$ cat src/rtl/instr_fetch_pkg.sv
// -----------------------------------------------------------------------------
// instr_fetch_pkg
// Shared definitions for the instruction-fetch stage and its helpers:
//   - fetch_state_e : fetch controller states (BOOT / RUN / HALT)
//   - INSTR_W       : instruction word width
//   - NOP_INSTR     : canonical NOP (addi x0, x0, 0), used to fill empty slots
//   - align_pc()    : clears the byte-offset bits of a redirect target
// -----------------------------------------------------------------------------
package instr_fetch_pkg;

  localparam int unsigned INSTR_W   = 32;
  localparam logic [INSTR_W-1:0] NOP_INSTR = 32'h0000_0013;

  typedef enum logic [1:0] {
    ST_BOOT = 2'd0,
    ST_RUN  = 2'd1,
    ST_HALT = 2'd2
  } fetch_state_e;

  function automatic logic [31:0] align_pc(input logic [31:0] addr);
    return addr & ~32'h0000_0003;
  endfunction

endpackage

$ cat src/rtl/instr_fetch_if.sv
// -----------------------------------------------------------------------------
// instr_fetch_if
// Bundles every non-clock/reset signal of the fetch stage.
//   mb_if__jump_target / mb_if__jump_taken : redirect from memory/branch stage
//   id_stall                               : decode back-pressure
//   imem_read / imem_addr / imem_rdata     : synchronous instruction memory
//   if_id__pc / instr / valid / misaligned : fetch -> decode payload
// Modports:
//   master : the fetch stage itself
//   slave  : the environment (branch unit, decode, imem)
// -----------------------------------------------------------------------------
interface instr_fetch_if #(
  parameter int unsigned IMEM_AW = 11
);
  import instr_fetch_pkg::*;

  logic [31:0]         mb_if__jump_target;
  logic                mb_if__jump_taken;
  logic                id_stall;
  logic                imem_read;
  logic [IMEM_AW-1:0]  imem_addr;
  logic [INSTR_W-1:0]  imem_rdata;
  logic [31:0]         if_id__pc;
  logic [INSTR_W-1:0]  if_id__instr;
  logic                if_id__valid;
  logic                if_id__misaligned;

  modport master (
    input  mb_if__jump_target, mb_if__jump_taken, id_stall, imem_rdata,
    output imem_read, imem_addr, if_id__pc, if_id__instr, if_id__valid,
           if_id__misaligned
  );

  modport slave (
    output mb_if__jump_target, mb_if__jump_taken, id_stall, imem_rdata,
    input  imem_read, imem_addr, if_id__pc, if_id__instr, if_id__valid,
           if_id__misaligned
  );

endinterface

$ cat src/rtl/instr_fetch_if_skid.sv
// -----------------------------------------------------------------------------
// if_skid
// One-entry pc/instr holding register for a pipeline stage boundary.
// Ports:
//   clk, rst             : clock, asynchronous active-high reset
//   flush                : drop the held entry (highest priority)
//   capture              : load in_pc/in_instr (only meaningful when empty)
//   release_en           : consumer took the held entry, mark empty
//   in_pc, in_instr      : entry to capture
//   out_valid            : an entry is held
//   out_pc, out_instr    : held entry
// -----------------------------------------------------------------------------
module if_skid
  import instr_fetch_pkg::*;
(
  input  logic               clk,
  input  logic               rst,
  input  logic               flush,
  input  logic               capture,
  input  logic               release_en,
  input  logic [31:0]        in_pc,
  input  logic [INSTR_W-1:0] in_instr,
  output logic               out_valid,
  output logic [31:0]        out_pc,
  output logic [INSTR_W-1:0] out_instr
);

  logic               valid_q, valid_d;
  logic [31:0]        pc_q,    pc_d;
  logic [INSTR_W-1:0] instr_q, instr_d;

  // NOTE: every signal assigned here gets a default first, so no path leaves
  // a value unassigned and no latch is inferred.
  always_comb begin
    valid_d = valid_q;
    pc_d    = pc_q;
    instr_d = instr_q;
    if (flush) begin
      valid_d = 1'b0;
    end else if (capture) begin
      valid_d = 1'b1;
      pc_d    = in_pc;
      instr_d = in_instr;
    end else if (release_en) begin
      valid_d = 1'b0;
    end
  end

  // NOTE: state registers use non-blocking assignments so every flop samples
  // the pre-edge values regardless of process ordering.
  always_ff @(posedge clk or posedge rst) begin
    if (rst) begin
      valid_q <= 1'b0;
      // NOTE: the payload is reset as well; it is only two words, and a known
      // value keeps the empty slot deterministic rather than X.
      pc_q    <= '0;
      instr_q <= NOP_INSTR;
    end else begin
      valid_q <= valid_d;
      pc_q    <= pc_d;
      instr_q <= instr_d;
    end
  end

  assign out_valid = valid_q;
  assign out_pc    = pc_q;
  assign out_instr = instr_q;

endmodule

$ cat src/rtl/instr_fetch.sv
// -----------------------------------------------------------------------------
// instr_fetch
// Instruction-fetch stage: owns the PC, drives a 1-cycle-latency synchronous
// instruction memory and presents pc/instr pairs to decode. A one-entry skid
// buffer (if_skid) absorbs the word returned while decode is stalled.
// Ports:
//   clk  : core clock, rising edge
//   rst  : asynchronous reset, active-high
//   bus  : instr_fetch_if.master (redirect in, id_stall in, imem port,
//          if_id payload out)
// Parameters:
//   RESET_PC : PC loaded on reset
//   IMEM_AW  : imem word-address width, imem_addr = pc[IMEM_AW+1:2]
// Build option:
//   IF_MISALIGN_TRAP_EN : a redirect to a target with bits[1:0] != 0 parks
//   the stage in HALT and raises if_id__misaligned until the next aligned
//   redirect. Without it the low bits are silently cleared.
// -----------------------------------------------------------------------------
module instr_fetch
  import instr_fetch_pkg::*;
#(
  parameter logic [31:0] RESET_PC = 32'h0000_0000,
  parameter int unsigned IMEM_AW  = 11
) (
  input  logic                 clk,
  input  logic                 rst,
  instr_fetch_if.master        bus
);

  fetch_state_e       state_q, state_d;
  logic [31:0]        pc_q, pc_d;
  logic               req_valid_q, req_valid_d;
  logic [31:0]        req_pc_q, req_pc_d;

  logic               hold_valid;
  logic [31:0]        hold_pc;
  logic [INSTR_W-1:0] hold_instr;

  logic               present_any;
  logic               pres_valid;
  logic [31:0]        pres_pc;
  logic [INSTR_W-1:0] pres_instr;
  logic               accept;
  logic               capture;
  logic               issue;

  // ---------------------------------------------------------------------------
  // Presentation: the held entry is always older than an in-flight read, so it
  // wins. A redirect cycle never presents, which also discards any accept.
  // ---------------------------------------------------------------------------
  always_comb begin
    present_any = 1'b0;
    pres_pc     = '0;
    pres_instr  = '0;
    if (hold_valid) begin
      present_any = 1'b1;
      pres_pc     = hold_pc;
      pres_instr  = hold_instr;
    end else if (req_valid_q) begin
      present_any = 1'b1;
      pres_pc     = req_pc_q;
      pres_instr  = bus.imem_rdata;
    end
    pres_valid = present_any && !bus.mb_if__jump_taken;
    accept     = pres_valid && !bus.id_stall;
    // The memory only holds its data for one cycle, so a stalled returning
    // word must be parked right away.
    capture    = bus.id_stall && req_valid_q && !hold_valid && !bus.mb_if__jump_taken;
  end

  if_skid u_skid (
    .clk        (clk),
    .rst        (rst),
    .flush      (bus.mb_if__jump_taken),
    .capture    (capture),
    .release_en (accept && hold_valid),
    .in_pc      (req_pc_q),
    .in_instr   (bus.imem_rdata),
    .out_valid  (hold_valid),
    .out_pc     (hold_pc),
    .out_instr  (hold_instr)
  );

  // ---------------------------------------------------------------------------
  // Fetch controller: next state, PC and read issue.
  // A read is withheld only while decode is stalled on a presented entry; in
  // that case the one word still in flight lands in the skid buffer, so the
  // buffer can never be asked to hold two entries.
  // ---------------------------------------------------------------------------
  always_comb begin
    state_d = state_q;
    pc_d    = pc_q;
    issue   = 1'b0;

    unique case (state_q)
      ST_BOOT: state_d = ST_RUN;
      ST_RUN:  issue   = !(bus.id_stall && present_any);
      default: issue   = 1'b0;
    endcase

    if (bus.mb_if__jump_taken) begin
      issue = 1'b0;
      pc_d  = align_pc(bus.mb_if__jump_target);
`ifdef IF_MISALIGN_TRAP_EN
      state_d = (bus.mb_if__jump_target[1:0] != 2'b00) ? ST_HALT : ST_RUN;
`endif
    end else if (issue) begin
      pc_d = pc_q + 32'd4;
    end

    req_valid_d = issue;
    req_pc_d    = pc_q;
  end

  always_ff @(posedge clk or posedge rst) begin
    if (rst) begin
      state_q     <= ST_BOOT;
      pc_q        <= RESET_PC;
      req_valid_q <= 1'b0;
      req_pc_q    <= '0;
    end else begin
      state_q     <= state_d;
      pc_q        <= pc_d;
      req_valid_q <= req_valid_d;
      req_pc_q    <= req_pc_d;
    end
  end

  // ---------------------------------------------------------------------------
  // Outputs
  // ---------------------------------------------------------------------------
  assign bus.imem_read    = issue;
  assign bus.imem_addr    = pc_q[IMEM_AW+1:2];
  assign bus.if_id__pc    = pres_pc;
  assign bus.if_id__instr = pres_instr;
  assign bus.if_id__valid = pres_valid;

`ifdef IF_MISALIGN_TRAP_EN
  // HALT is only ever entered by a misaligned redirect, so the state register
  // doubles as the registered fault flag.
  assign bus.if_id__misaligned = (state_q == ST_HALT);
`else
  assign bus.if_id__misaligned = 1'b0;
`endif

endmodule

$ cat src/flat_wrapper.sv
// flat-port wrapper written by rule: the top's interface ports become plain ports
module instr_fetch_flat import instr_fetch_pkg::*;
#(
  parameter logic [31:0] RESET_PC = 32'h0000_0000,
  parameter int unsigned IMEM_AW  = 11
)
  (clk, rst, bus_mb_if__jump_target, bus_mb_if__jump_taken, bus_id_stall, bus_imem_rdata, bus_imem_read, bus_imem_addr, bus_if_id__pc, bus_if_id__instr, bus_if_id__valid, bus_if_id__misaligned);
  instr_fetch_if #(.IMEM_AW(IMEM_AW)) bus_i ();
  input  logic clk;
  input  logic rst;
  input wire logic [$bits(bus_i.mb_if__jump_target)-1:0] bus_mb_if__jump_target;
  input wire logic [$bits(bus_i.mb_if__jump_taken)-1:0] bus_mb_if__jump_taken;
  input wire logic [$bits(bus_i.id_stall)-1:0] bus_id_stall;
  input wire logic [$bits(bus_i.imem_rdata)-1:0] bus_imem_rdata;
  output wire logic [$bits(bus_i.imem_read)-1:0] bus_imem_read;
  output wire logic [$bits(bus_i.imem_addr)-1:0] bus_imem_addr;
  output wire logic [$bits(bus_i.if_id__pc)-1:0] bus_if_id__pc;
  output wire logic [$bits(bus_i.if_id__instr)-1:0] bus_if_id__instr;
  output wire logic [$bits(bus_i.if_id__valid)-1:0] bus_if_id__valid;
  output wire logic [$bits(bus_i.if_id__misaligned)-1:0] bus_if_id__misaligned;
  assign bus_i.mb_if__jump_target = bus_mb_if__jump_target;
  assign bus_i.mb_if__jump_taken = bus_mb_if__jump_taken;
  assign bus_i.id_stall = bus_id_stall;
  assign bus_i.imem_rdata = bus_imem_rdata;
  assign bus_imem_read = bus_i.imem_read;
  assign bus_imem_addr = bus_i.imem_addr;
  assign bus_if_id__pc = bus_i.if_id__pc;
  assign bus_if_id__instr = bus_i.if_id__instr;
  assign bus_if_id__valid = bus_i.if_id__valid;
  assign bus_if_id__misaligned = bus_i.if_id__misaligned;
  instr_fetch #(.RESET_PC(RESET_PC), .IMEM_AW(IMEM_AW)) u_core (.clk(clk), .rst(rst), .bus(bus_i));
endmodule
$ cat config.mk
export PLATFORM = sky130hd
export DESIGN_NAME = instr_fetch_flat
export DESIGN_NICKNAME = d
export VERILOG_FILES = /design/src/rtl/instr_fetch_pkg.sv /design/src/rtl/instr_fetch_if.sv /design/src/rtl/instr_fetch_if_skid.sv /design/src/rtl/instr_fetch.sv /design/src/flat_wrapper.sv
export SDC_FILE = /design/constraint.sdc
export NUM_CORES = 1
export LEC_CHECK = 0
export BUFFER_PORTS_ARGS = -buffer_cell sky130_fd_sc_hd__buf_2
export CAP_MARGIN = 20
export CORE_MARGIN = 4
export CORE_UTILIZATION = 45
export CTS_CLUSTER_SIZE = 28
export DETAILED_ROUTE_END_ITERATION = 12
export PLACE_DENSITY = 0.69
export SLEW_MARGIN = 5
export SYNTH_ARGS = -nofsm -noshare
export SYNTH_HDL_FRONTEND = slang
export SYNTH_SLANG_ARGS = --single-unit
$ cat constraint.sdc
create_clock -name clk -period 5 [get_ports clk]
set_input_delay 0.25 -clock clk [delete_from_list [all_inputs] [get_ports clk]]
set_output_delay 0.25 -clock clk [all_outputs]
set_load 0.02 [all_outputs]
==> results of run 1 <==
==> cells in the mapped netlist, types with 3 or more instances <==
master    number  share of area, %
a22o_1        15               2.2
a31oi_1       13               1.4
and2_1         3              0.32
buf_1          4              0.25
buf_2          3              0.25
buf_4         14               1.8
clkbuf_1      35               2.2
dfrtp_1      122                52
dfstp_2        3               1.3
inv_1          5              0.32
mux2_2        62                12
nand2_1      118               7.5
nand3_1       10              0.85
nand4_1        9              0.96
nor2_1        23               1.5
nor2b_1        3              0.32
nor3_1         3              0.25
nor4_1         4              0.43
nor4b_1        3              0.45
o211ai_1       4              0.51
o21ai_0       60               5.1
o31ai_1       10               1.3
or3_1          3              0.32
or4_1         13               1.7
xnor2_1        6              0.89
==> power breakdown <==
part	total [W]	internal (W)	switching, W	leakage (nW)
combinational	0.000425	0.000205	0.000220	1.45
sequential	0.00133	0.00120	0.000122	1.46
clock	0.00119	0.000786	0.000408	0.278
==> registers in the layout, summed over array words and instances, names as in the netlist <==
register / flops
u_core.u_skid.out_instr: 32
u_core.pc_q: 30
u_core.req_pc_q: 30
u_core.u_skid.out_pc: 30
u_core.req_valid_q: 1
u_core.state_q: 1
u_core.u_skid.out_valid: 1
==> how the worst min path moves through the flow <==
stage | slack, ns | start | end
after floorplan | 0.35 | u_core.pc_q[14] | u_core.req_pc_q[14]
after global placement | 0.41 | u_core.pc_q[24] | u_core.req_pc_q[24]
after detailed placement | 0.42 | u_core.pc_q[31] | u_core.req_pc_q[31]
after CTS | 0.03 | bus_mb_if__jump_target[8] | u_core.pc_q[8]
after global routing | 0.05 | bus_mb_if__jump_target[10] | u_core.pc_q[10]
final | 0.05 | bus_mb_if__jump_target[8] | u_core.pc_q[8]
==> per-stage QoR <==
stage                     cell area, µm²  power, W  hold WS (ns)
after floorplan                     5890   0.00164         0.352
after global placement              6600   0.00174         0.407
after detailed placement            6600   0.00177         0.417
after CTS                           7180   0.00298        0.0309
after global routing                7180   0.00308        0.0499
final                               7180   0.00295        0.0505
==> worst min-delay path, delay by kind of cell <==
family,cells,cell delay [ns]
compound gates,1,0.05
simple gates,1,0.04
buf+inv,1,0.07
==> cell type report <==
type / instances / area (µm²) / share of cell area [%]
Sequential cell: 125 / 3130 / 43.6
Clock buffer: 27 / 503 / 7.00
Clock inverter: 5 / 80.1 / 1.11
Multi-Input combinational cell: 395 / 2480 / 34.5
Tap cell: 172 / 215 / 3.00
Inverter: 5 / 21.3 / 0.296
Timing Repair Buffer: 147 / 753 / 10.5
==> metal layers <==
metal	routed length, µm	GRT usage [%]
met1	5920	24.2
met2	6730	30.5
met3	646	3.87
met4	229	6.37
met5	0	0
==> logic make-up (layout without fill, tap and decap cells) <==
family | count (synthesis) | count (layout)
other cells | 2 | 4
buf+inv | 61 | 184
xor+xnor | 7 | 7
mux | 63 | 63
simple gates | 205 | 205
flops | 125 | 125
compound gates | 115 | 115
fa+ha+maj | 1 | 1
==> summary.txt, run 1 <==
Yosys
  – Post-Synth Adder-Cell Area: 0.213%
  – XOR/XNOR share of the synthesized area: 1.04%
  – YS warnings: 0
  – Ys async rst share: 100%
  – Main combinational cell family by area after synthesis: simple AND/OR/NAND/NOR gates
  – Synth Area in Compound Gates: 12.3%
  – Register area share after synthesis: 53.2%
  – Syn Std Cell Area: 5890 µm²
  – Syn Inst Count: 579
  – Mux contribution to synthesized area: 12.0%
  – Post-synth EDFFs: 0
  – Top FF cell, synth: dfrtp_1
  – Count of cell types in the netlist: 47
  – Avg Inst Size Synth: 10.2 µm²
  – FF+latch count, synth: 125
  – Simple-gate portion of the synthesized area: 16.3%

Placed design
  – Placer congestion estimate: 0.790
  – Hpwl dp: 9.19 mm
  – Port buffer count: 140
  – Setup slack after placement: 2.06 ns
  – Cells after DPL: 844

Drt
  – 1st-iter DRT viols: 286
  – DRC: 0
  – Routed Antenna Nets: 0
  – Final wirelength: 13.5 mm
  – Routed vias/inst: 5.35
  – Drt wl/cell: 15.4 µm
  – DR pass1 iterations: 4
  – Vias: 4689

Critical path
  – CP top delay family: simple AND/OR/NAND/NOR gates
  – Critical path launch point: u_core.u_skid.out_valid
  – Data required time of the worst path: 5.32 ns
  – Startpoint types: flip-flop
  – Flop2flop setup slack: 2.05 ns
  – Crit path capture type: flip-flop
  – Max stage delay cell, worst path: or4_1
  – Worst Setup EP: u_core.pc_q[23]
  – Critical Path Max Stage Delay: 0.86 ns
  – Worst-case reg-to-reg path depth: 5
  – Crit-path max FO: 111
  – Worst R2R Start: u_core.u_skid.out_valid
  – Setup CP Type: reg -> reg
  – WP buf/inv: 1
  – Crit path top cell by count: or4_1
  – Worst-path cell chain: buf_4, o21a_1, or4_1, or4_1, a31oi_1
  – Levels on crit path: 5
  – Critical Path AT: 3.27 ns
  – Critical R2R Capture: u_core.pc_q[23]

Timing
  – Setup_tns: 0 ns
  – Min Tclk post-route: 2.95 ns
  – Period utilization: 58.9%
  – Fin. Hold Viols: 0
  – Max-Slew Margin vs Limit: 37.3%
  – Final setup margin: 2.05 ns
  – Worst-Margin Slew: 0.941 ns
  – Max Freq: 339 MHz
  – Clock Skews: 0.00800 ns
  – Max-slew violations: 0
  – Endpoints failing setup: 0
  – Unrepaired setup endpoints after global routing: no

Power
  – Worst IR Drop VDD: 0.217 mV
  – Pwr dens: 410 nW/µm²
  – Pleak: 3.19 nW

Floorplan
  – FP Rows: 41
  – IO Pins: 146
  – Initial core utilization: 46.3%
  – Die width: 122 µm
  – DIE AREA: 15000 µm²
  – Chip Height: 122 µm
  – Area of the core: 12700 µm²

Global routing
  – Largest net degree at the start of global routing: 112
  – Total GRT Usage: 18.4%
  – Vias in the first global route: 4455
  – First-pass GRT wire length: 21.9 mm
  – Total gr overflow: 0
  – Initial antenna violation count: 0

Min path
  – Hold depth: 3
  – Worst Hold Class: in -> reg

Clock tree
  – CTS Hold Buffers Added: 0
  – Root buf cell: clkbuf_16
  – Number of clock sinks: 125
  – Num CTS Buffers: 17
  – CTS tree: done
  – Reg clk slew, reported paths: 0.06 ns
  – Max Root-Sink Buffers: 2
  – # resized after CTS: 0
  – Postcts setup bufs: 0
  – Clock latency at the later pin of the worst-skew pair: 0.41 ns
  – CTS H-tree lvls: 4

Layout
  – Final design utilization: 56.5%
  – Number of diodes: 0
  – Nets: 760
  – Share of layout cells above drive strength 1: 34.7%
  – Most common cell after layout, fill and taps aside: buf_2
  – Most frequent cells in the layout: buf_2 (140), dfrtp_1 (121), nand2_1 (118)
  – Layout fillers: 1157
  – Area growth, synth to finish: 22.0%
  – Fin cells: 876

Run status
  – Status: finished, final reports clean

Job
  – Max-cap check violation count: 0
(Power assumes the default switching activity.)
==> run 2: changes to the inputs <==
- PLACE_DENSITY: 0.69 -> 0.72
- clock period: 5 -> 2.7 ns (I/O delays scaled with it)
==> summary.txt, run 2 (same netlist as run 1, synthesis figures left out) <==
Floorplan
  – FP Rows: 41
  – IO Pins: 146
  – Area of the core: 12700 µm²
  – Initial core utilization: 46.3%
  – DIE AREA: 15000 µm²
  – Die width: 122 µm
  – Chip Height: 122 µm

Placed design
  – Setup slack after placement: 0.324 ns
  – Placer congestion estimate: 0.809
  – Placed Area: 6660 µm²
  – Port buffer count: 140
  – Hpwl dp: 9.48 mm

Layout
  – Area growth, synth to finish: 33.5%
  – Finished Cell Area: 7860 µm²
  – Share of layout cells above drive strength 1: 33.1%
  – Most common cell after layout, fill and taps aside: buf_2
  – Most frequent cells in the layout: buf_2 (140), dfrtp_1 (121), nand2_1 (118)
  – Largest register FFs: 32
  – Nets: 818

Critical path
  – Worst-path cell chain: o21a_1, or4_1, or4_1, a31oi_1
  – Crit-path max FO: 18
  – Critical Path AT: 2.78 ns
  – Crit path capture type: flip-flop
  – Max stage delay cell, worst path: or4_1
  – Startpoint types: flip-flop
  – Setup CP Type: reg -> reg
  – CP top delay family: simple AND/OR/NAND/NOR gates
  – Crit path top cell by count: or4_1
  – WP buf/inv: 0
  – Data required time of the worst path: 3.00 ns
  – Critical Path Max Stage Delay: 0.85 ns

Run status
  – Status: finished, final reports clean

Drt
  – DRC: 0
  – Drt wl/cell: 16.2 µm
  – Vias: 5110
  – Routed Antenna Nets: 0
  – Final wirelength: 15.1 mm
  – DR pass1 iterations: 5
  – Routed vias/inst: 5.47
  – 1st-iter DRT viols: 349

Clock tree
  – Max Root-Sink Buffers: 2
  – Num CTS Buffers: 17
  – CTS H-tree lvls: 4
  – Postcts setup bufs: 0
  – Root buf cell: clkbuf_16
  – Number of clock sinks: 125
  – Clock latency at the later pin of the worst-skew pair: 0.40 ns
  – Reg clk slew, reported paths: 0.06 ns
  – CTS tree: done
  – # resized after CTS: 0

Global routing
  – Vias in the first global route: 5043
  – First-pass GRT wire length: 24.1 mm
  – Initial antenna violation count: 1
  – Largest net degree at the start of global routing: 111
  – Total GRT Usage: 20.4%
  – Total gr overflow: 0

Job
  – Max-cap check violation count: 0

Power
  – Worst IR Drop VDD: 0.387 mV
  – Pwr dens: 743 nW/µm²
  – Pleak: 3.48 nW

Timing
  – Worst-Margin Slew: 0.940 ns
  – Max-slew violations: 0
  – Unrepaired setup endpoints after global routing: no
  – Max Freq: 402 MHz
  – Final setup margin: 0.214 ns
  – Endpoints failing setup: 0
  – Min Tclk post-route: 2.49 ns
  – Period utilization: 92.1%
  – Max-Slew Margin vs Limit: 37.4%
  – Setup_tns: 0 ns
  – Clock Skews: 0.00506 ns
  – Fin. Hold Viols: 0

Min path
  – Worst Hold Class: in -> reg
==> run 2: cell types whose count changed in the layout (fill, tap and decap cells not counted), sizes merged <==
cell,before,now
diode,0,1
clkinv,1,4
bufinv,2,5
dlygate4sd3,0,54
clkbuf,27,22
inv,5,4
buf,147,151
==> run 2: through the flow <==
| step | power [W] | hold WS, ns | utilization (%) | std cells |
|---|---|---|---|---|
| after floorplan | 0.00303 | 0.255 | - | 581 |
| final | 0.00584 | 0.0159 | 61.8 | 935 |
| after detailed placement | 0.00329 | 0.311 | 52.3 | 848 |
| after CTS | 0.00587 | 0.00368 | 61.8 | 934 |
| after global routing | 0.00609 | 0.00685 | 61.8 | 935 |
| after global placement | 0.00323 | 0.289 | 52.3 | 848 |
==> run 2: final cells by class <==
cell class | count | area (µm²)
fillers | 1053 | 4860
flip-flops and latches | 125 | 3130
multi-input cells | 395 | 2480
repair buffers | 205 | 1350
clock buffers | 22 | 474
well taps | 172 | 215
clock inverters | 10 | 185
inverters | 5 | 22.5
diodes | 1 | 2.50
==> run 2: worst register-to-register path, cell delays in order, from the launching register on <==
cell and delay [ns]:
dfrtp_2 0.42, o21a_1 0.27, or4_1 0.85, or4_1 0.60, a31oi_1 0.24
==> run 2: what timing repair did <==
item	CTS	global route
endpoints found under the hold margin	83	0
endpoints found under the setup margin	0	0
hold buffers	54	0
==> run 2: where the power goes <==
| part | internal [W] | switching (W) |
|---|---|---|
| sequential | 0.00223 | 0.000238 |
| clock | 0.00171 | 0.000789 |
| combinational | 0.000437 | 0.000430 |
| total | 0.00438 | 0.00146 |
==> run 2: final timing paths <==
check	startpoint	to	slack, ns	cells past startpoint
worst max-delay path	u_core.u_skid.out_valid	u_core.pc_q[23]	0.21	4
worst min register to register	u_core.pc_q[24]	u_core.req_pc_q[24]	0.43	0
worst min-delay path	bus_id_stall	u_core.u_skid.out_valid	0.02	2
worst max register to register	u_core.u_skid.out_valid	u_core.pc_q[23]	0.21	4
max in group asynchronous	rst	u_core.u_skid.out_instr[0]	1.54	4
min in group asynchronous	rst	u_core.req_pc_q[2]	0.41	3
==> run 2: per-layer routing <==
metal  part of all wire, %  GRT usage, %  vias to the layer above
met1                    39          25.0                     2510
met2                    52          35.5                      193
li1                      -             -                     2374
met5                     0             0                        -
met3                   5.8          4.01                       33
met4                   2.5          7.98                        0
